===== src/rtl/prog_lut_pkg.sv =====
// Shared defaults for the programmable lookup-table pipeline.
// Holds the default geometry, the reset table and its unpacking helper.
package prog_lut_pkg;

    localparam int IN_W_DEF  = 3;
    localparam int OUT_W_DEF = 2;
    localparam int CNT_W_DEF = 16;

    localparam int DEPTH_DEF = 1 << IN_W_DEF;
    localparam int TBL_W_DEF = OUT_W_DEF * DEPTH_DEF;

    // 0..7 -> 01,11,00,10,01,10,11,01
    localparam logic [TBL_W_DEF-1:0] DEF_TABLE_DEF =
        16'h798D;

    function automatic logic [OUT_W_DEF-1:0] def_entry(
        input logic [IN_W_DEF-1:0] i
    );
        return DEF_TABLE_DEF[i*OUT_W_DEF +: OUT_W_DEF];
    endfunction

endpackage


===== src/rtl/prog_lut_store.sv =====
// Flop-array table store for prog_lut_pipe.
// Resets/restores to the packed default table; one write, one read port.
module prog_lut_store
    import prog_lut_pkg::*;
#(
    parameter int IN_W  = IN_W_DEF,
    parameter int OUT_W = OUT_W_DEF,
    parameter logic [(OUT_W<<IN_W)-1:0] DEF_TABLE = DEF_TABLE_DEF
) (
    input  logic             clk,
    input  logic             rst,
    input  logic             we,
    input  logic [IN_W-1:0]  waddr,
    input  logic [OUT_W-1:0] wdata,
    input  logic             restore,
    input  logic [IN_W-1:0]  raddr,
    output logic [OUT_W-1:0] rdata
);

    localparam int DEPTH = 1 << IN_W;

    logic [OUT_W-1:0] mem [DEPTH];

    // Table contents: default on reset or restore, restore beats write.
    always_ff @(posedge clk or posedge rst) begin
        if (rst) begin
            for (int i = 0; i < DEPTH; i++) begin
                mem[i] <= DEF_TABLE[i*OUT_W +: OUT_W];
            end
        end else if (restore) begin
            for (int i = 0; i < DEPTH; i++) begin
                mem[i] <= DEF_TABLE[i*OUT_W +: OUT_W];
            end
        end else if (we) begin
            mem[waddr] <= wdata;
        end
    end

    // Read sees the pre-edge contents, giving read-before-write.
    assign rdata = mem[raddr];

endmodule


===== src/rtl/prog_lut_pipe.sv =====
// Pipelined programmable code map with valid/ready stream.
// One registered output stage, config write port and lookup counter.
module prog_lut_pipe
    import prog_lut_pkg::*;
#(
    parameter int IN_W  = IN_W_DEF,
    parameter int OUT_W = OUT_W_DEF,
    parameter logic [(OUT_W<<IN_W)-1:0] DEF_TABLE = DEF_TABLE_DEF,
    parameter int CNT_W = CNT_W_DEF
) (
    input  logic             clk,
    input  logic             rst,
    input  logic             in_valid,
    output logic             in_ready,
    input  logic [IN_W-1:0]  in_code,
    output logic             out_valid,
    input  logic             out_ready,
    output logic [OUT_W-1:0] out_code,
    input  logic             cfg_we,
    input  logic [IN_W-1:0]  cfg_addr,
    input  logic [OUT_W-1:0] cfg_data,
    input  logic             cfg_restore,
    output logic [CNT_W-1:0] lookup_cnt
);

    localparam logic [CNT_W-1:0] CNT_MAX = '1;

    logic             acc;
    logic [OUT_W-1:0] rd_data;

    prog_lut_store #(
        .IN_W      (IN_W),
        .OUT_W     (OUT_W),
        .DEF_TABLE (DEF_TABLE)
    ) u_store (
        .clk     (clk),
        .rst     (rst),
        .we      (cfg_we),
        .waddr   (cfg_addr),
        .wdata   (cfg_data),
        .restore (cfg_restore),
        .raddr   (in_code),
        .rdata   (rd_data)
    );

    assign in_ready = !out_valid || out_ready;
    assign acc      = in_valid && in_ready;

    // Output stage: load on accept, drop valid once consumed.
    always_ff @(posedge clk or posedge rst) begin
        if (rst) begin
            out_valid <= 1'b0;
            out_code  <= '0;
        end else if (acc) begin
            out_valid <= 1'b1;
            out_code  <= rd_data;
        end else if (out_ready) begin
            out_valid <= 1'b0;
        end
    end

    // Saturating count of accepted lookups.
    always_ff @(posedge clk or posedge rst) begin
        if (rst) begin
            lookup_cnt <= '0;
        end else if (acc && lookup_cnt != CNT_MAX) begin
            lookup_cnt <= lookup_cnt + CNT_W'(1);
        end
    end

endmodule


===== config.mk =====
export PLATFORM = sky130hd
export DESIGN_NAME = prog_lut_pipe
export DESIGN_NICKNAME = d
export VERILOG_FILES = /design/src/rtl/prog_lut_pkg.sv /design/src/rtl/prog_lut_store.sv /design/src/rtl/prog_lut_pipe.sv
export SDC_FILE = /design/constraint.sdc
export NUM_CORES = 1
export LEC_CHECK = 0
export CAP_MARGIN = 15
export CORE_MARGIN = 4
export CORE_UTILIZATION = 51
export CTS_CLUSTER_SIZE = 12
export DETAILED_ROUTE_END_ITERATION = 12
export PLACE_DENSITY = 0.78
export REMOVE_ABC_BUFFERS = 1
export SKIP_LAST_GASP = 1
export SLEW_MARGIN = 5
export SYNTH_ARGS = -nofsm -noshare
export SYNTH_HDL_FRONTEND = slang
export SYNTH_SLANG_ARGS = --single-unit

===== constraint.sdc =====
create_clock -name clk -period 2.3 [get_ports clk]
set_clock_uncertainty 0.1 [all_clocks]
set_input_delay 0.345 -clock clk [delete_from_list [all_inputs] [get_ports clk]]
set_output_delay 0.345 -clock clk [all_outputs]
set_load 0.02 [all_outputs]

# After elaboration in Yosys (flattened, before gate mapping)
# Cells that the tools add are included.
# totals
output_inout_bits	20
memories	0
latch_bits	0
mem_bits_ro	0
inputBits	14
ff_bits	35
mem_bits_rw	0
# op_classes
mux	10
reduce_logical	7
n_mul	0
n_addsub	1
shift	0
bitwise	2
n_div	0
eq_ne	1
n_lt_le_gt_ge	3
# op_table
op	count
$mux 16	2
$add 16x1->16 const B	1
$bwmux 16	1
$ne 16x16->1 const B	1
$ge 4x4->1 const B	2
$not 3->4	2
$bmux 2 s3	1
$demux 2 s3	1
$mux 2	3
$lt 4x1->1 const B	1
$reduce_bool 2->1	2
$logic_and 1x1->1	3
$mux 1	2
$logic_not 1->1	1
$logic_or 1x1->1	1

# Longest topological paths before layout
# logic_depth
ltp_word	8
depth_mapped	5
ltp_nobuf	5

# Hierarchy
# From an unflattened synthesis, not the netlist that was laid out.
# hier_totals
hier_cells	154
hier_area_um2	1825.5
# by_module_without_submodules
mod	n_inst	area_per_inst_um2	cells_per_inst	seq_area_each_um2
prog_lut_pipe	1	954.7	87	475.5
prog_lut_store	1	870.8	67	411.6

# Worst setup path after synthesis
# Ideal clock, no wire load.
# synth_path
path_kind	register to register
start	reg lookup_cnt[0]
end	reg lookup_cnt[1]
path_stages_with_launch	6
arrival_time_ns	1.615
path_slack_ns	0.460
path_cell_list	dfrtp_1 -> ha_1 -> and3_1 -> nor4b_4 -> nor2_2 -> mux2_4
# synth_between
elab_chain_cells	2
word_cells_on_any_way	3
classes_between	add/sub (1); eq/ne (1); reduce/logical (1)
# synth_rtl
item	line_no	rtl
start, declared	prog_lut_pipe.sv:23	output logic [CNT_W-1:0] lookup_cnt
start signal, assigned	prog_lut_pipe.sv:67	lookup_cnt <= lookup_cnt + CNT_W'(1);
branches (longest 2 deep; another with $add 16x1->16)	n/a	
# Several ways; the timed one is not identified.
# A chain may end at the register's enable or synchronous reset.

# Worst setup path in the final report
# layout_path
start	in out_ready
end	out in_ready
# layout_between
elab_chain_cells	1
# layout_rtl
item	line_no	rtl
start, declared	prog_lut_pipe.sv:17	input logic out_ready,
$logic_or 1x1->1	prog_lut_pipe.sv:46	assign in_ready = !out_valid || out_ready;
end, declared	prog_lut_pipe.sv:14	output logic in_ready,
# Every way passes these cells.

==> run_results.csv <==
group,metric,value,unit
clock_tree,hold_buffers,0,
placement,gp_congestion,0.8811,
finish,area_delta_synth_final,25.32,%
run_status,status,"finished clean",
power_and_ir_drop,power_density,717.6,nW/µm²
finish,nets,206,
finish,drive_gt1_frac,0.1406,
yosys,synth_area_per_cell,11.40,µm²
placement,place_hpwl,2.710,mm
finish,final_core_util,0.6933,
yosys,synth_seq_cells,35,
global_routing,grt_max_degree,36,
sta,maxSlewViolCount,0,
global_routing,grt_pass1_wl,6.368,mm
yosys,synth_cells,153,
floorplan,design.core.area,3153,µm²
placement,port_buffers,33,
clock_tree,htreeDepth,2,
floorplan,die_y,66.48,µm
detailed_routing,drt_iter0_markers,96,
clock_tree,clk_path_buf_depth,2,
floorplan,row_count,20,
floorplan,die-area,4420,µm²
clock_tree,cts_root_buf,"clkbuf_4",
yosys,yosysSeqAreaShare,0.5086,
clock_tree,cts_tree,"yes",
global_routing,first_global_vias,1391,
detailed_routing,dr_total_vias,1342,
worst_setup_path,cp-start-kind,"input pin",
detailed_routing,antenna_left,0,
clock_tree,clock_latency,0.34,ns
detailed_routing,drc,0,
sta,fmax,492.0,MHz
yosys,synth_cell_type_count,32,
finish,n_fill_cell,252,
finish,layout_commonest_cell,"clkdlybuf4s50_1",
detailed_routing,dr.pass1.iters,5,
worst_setup_path,crit_required,1.86,ns
sta,worst_pin_slew,0.5434,ns
detailed_routing,wl_per_cell,15.13,µm
yosys,syn_area,1744,µm²
clock_tree,cts_setup_buffers,0,
clock_tree,post_cts_resized,0,
placement,placed_cell_area,2126,µm²
sta,setup_violations,0,
finish,diodes,0,
worst_setup_path,arrival,1.59,ns
power_and_ir_drop,finalPower,1.569,mW
detailed_routing,viasPerCell,5.686,
power_and_ir_drop,p_leak,0.9237,nW
global_routing,grt_antenna_before_repair,0,
floorplan,initial_utilization,0.5532,
finish,design_area,2186,µm²
worst_setup_path,end_kind,"output port",
sta,grt_setup_unrepaired,"false",
detailed_routing,totalWireLength,3.571,mm
clock_tree,numCtsBuffers,5,
finish,final_cell_mix,"33 x clkdlybuf4s50_1, 26 x dfrtp_1, 17 x nor2_1, 14 x xor2_1, 10 x nor3_1",
floorplan,die_w,66.48,µm
global_routing,grt_use_total,0.1919,
sta,max_slew_margin,0.6366,
global_routing,overflow,0,
power_and_ir_drop,irDropWorstVdd,287.5,µV
worst_hold_path,hold_class,"in2async",
sta,fin_crit,2.032,ns
sta,period_share,0.8836,
yosys,ys_warn_count,0,
worst_setup_path,path_max_fanout,4,
sta,hold_violations,0,
yosys,async_reset_ff_frac,1.000,
sta,fin_setup_tns,0,ns
yosys,ys.flop_type,"dfrtp_1",
floorplan,pin_count,34,
worst_setup_path,crit_type,"in2out",
yosys,synth_edf_count,0,
clock_tree,path_clk_slew,0.10,ns
job,maxCapViolations,0,
clock_tree,clock_sinks,35,
-- registers in the layout, indices dropped and copies added (netlist names) --
register and count:
out_valid 1, lookup_cnt 16, u_store.mem 16, out_code 2
-- report_power, final --
| part | total (mW) | internal, mW | switching [mW] |
|---|---|---|---|
| combinational | 0.426 | 0.222 | 0.203 |
| sequential | 0.791 | 0.694 | 0.0967 |
| clock | 0.352 | 0.148 | 0.204 |
| total | 1.57 | 1.06 | 0.504 |
-- cell type report --
type | instances | area, µm² | area share
Tap cell | 44 | 55.05 | 0.02519
Timing Repair Buffer | 34 | 337.8 | 0.1546
Clock buffer | 7 | 55.05 | 0.02519
Multi-Input combinational cell | 112 | 834.6 | 0.3818
Inverter | 3 | 11.26 | 0.005152
Sequential cell | 35 | 887.1 | 0.4058
Clock inverter | 1 | 5.005 | 0.002290
-- stage by stage --
step | hold slack, ns | worst slack (ns) | std cells
after floorplan | 0.3114 | 0.4597 | 150
after global routing | 0.2974 | 0.2327 | 236
after detailed placement | 0.3845 | 0.2307 | 228
final | 0.2751 | 0.2677 | 236
after global placement | 0.3670 | 0.2924 | 228
after CTS | 0.2834 | 0.2683 | 236
-- synthesized netlist by cell type, types with 2 or more instances --
master    instances  share of area
a211o_1           9          0.045
a21oi_1           3         0.0086
clkbuf_1          2         0.0043
dfrtp_1          26           0.37
dfstp_2           9           0.14
inv_1             3         0.0065
mux2i_1           6          0.034
mux4_2            4          0.052
nand2_1           9          0.019
nand2b_1          3          0.011
nand3_1           4          0.011
nand4_1           5          0.018
nand4b_1          3          0.015
nor2_1           17          0.037
nor2b_1           4          0.014
nor3_1           10          0.029
nor3b_1           3          0.013
nor4_1            3          0.011
nor4b_1           3          0.015
o21ai_0           2         0.0057
xor2_1           14          0.070
-- worst max-delay path, cell delays in order --
cell	delay, ns
clkdlybuf4s50_1	0.45
nand2b_1	0.17
clkdlybuf4s50_1	0.63
-- path summary, 6_finish.rpt --
kind	cells after the start	from	endpoint	slack [ns]
setup / recovery	3	out_ready	in_ready	0.27
hold / removal	3	rst	lookup_cnt[0]$_DFFE_PP0P_	0.28
setup reg to reg	4	lookup_cnt[12]$_DFFE_PP0P_	lookup_cnt[1]$_DFFE_PP0P_	0.38
hold reg to reg	2	out_code[1]$_DFFE_PP0P_	out_code[1]$_DFFE_PP0P_	0.40
max in group asynchronous	3	rst	u_store.mem[0]$_DFFE_PP1P_	1.48
min in group clk	2	out_code[1]$_DFFE_PP0P_	out_code[1]$_DFFE_PP0P_	0.40
-- metal layers --
metal / global-route usage / routed length, µm / up-vias
li1: - / - / 629
met3: 0.05565 / 189 / 10
met1: 0.2119 / 1450 / 668
met4: 0.09645 / 83 / 0
met5: 0 / 0 / -
met2: 0.3333 / 1847 / 35
-- cells by family (layout without fill, tap and decap cells) --
group | after synthesis | in the layout | share of synthesized area
AO/OA/AOI/OAI | 14 | 14 | 0.05954
XOR/XNOR | 14 | 14 | 0.07030
adder cells (fa/ha/maj) | 1 | 1 | 0.007172
buffers and inverters | 6 | 45 | 0.01291
flip-flops | 35 | 35 | 0.5086
multiplexers | 12 | 12 | 0.1011
AND/OR/NAND/NOR | 71 | 71 | 0.2403
No activity file was read; power rests on OpenSTA's default activity.
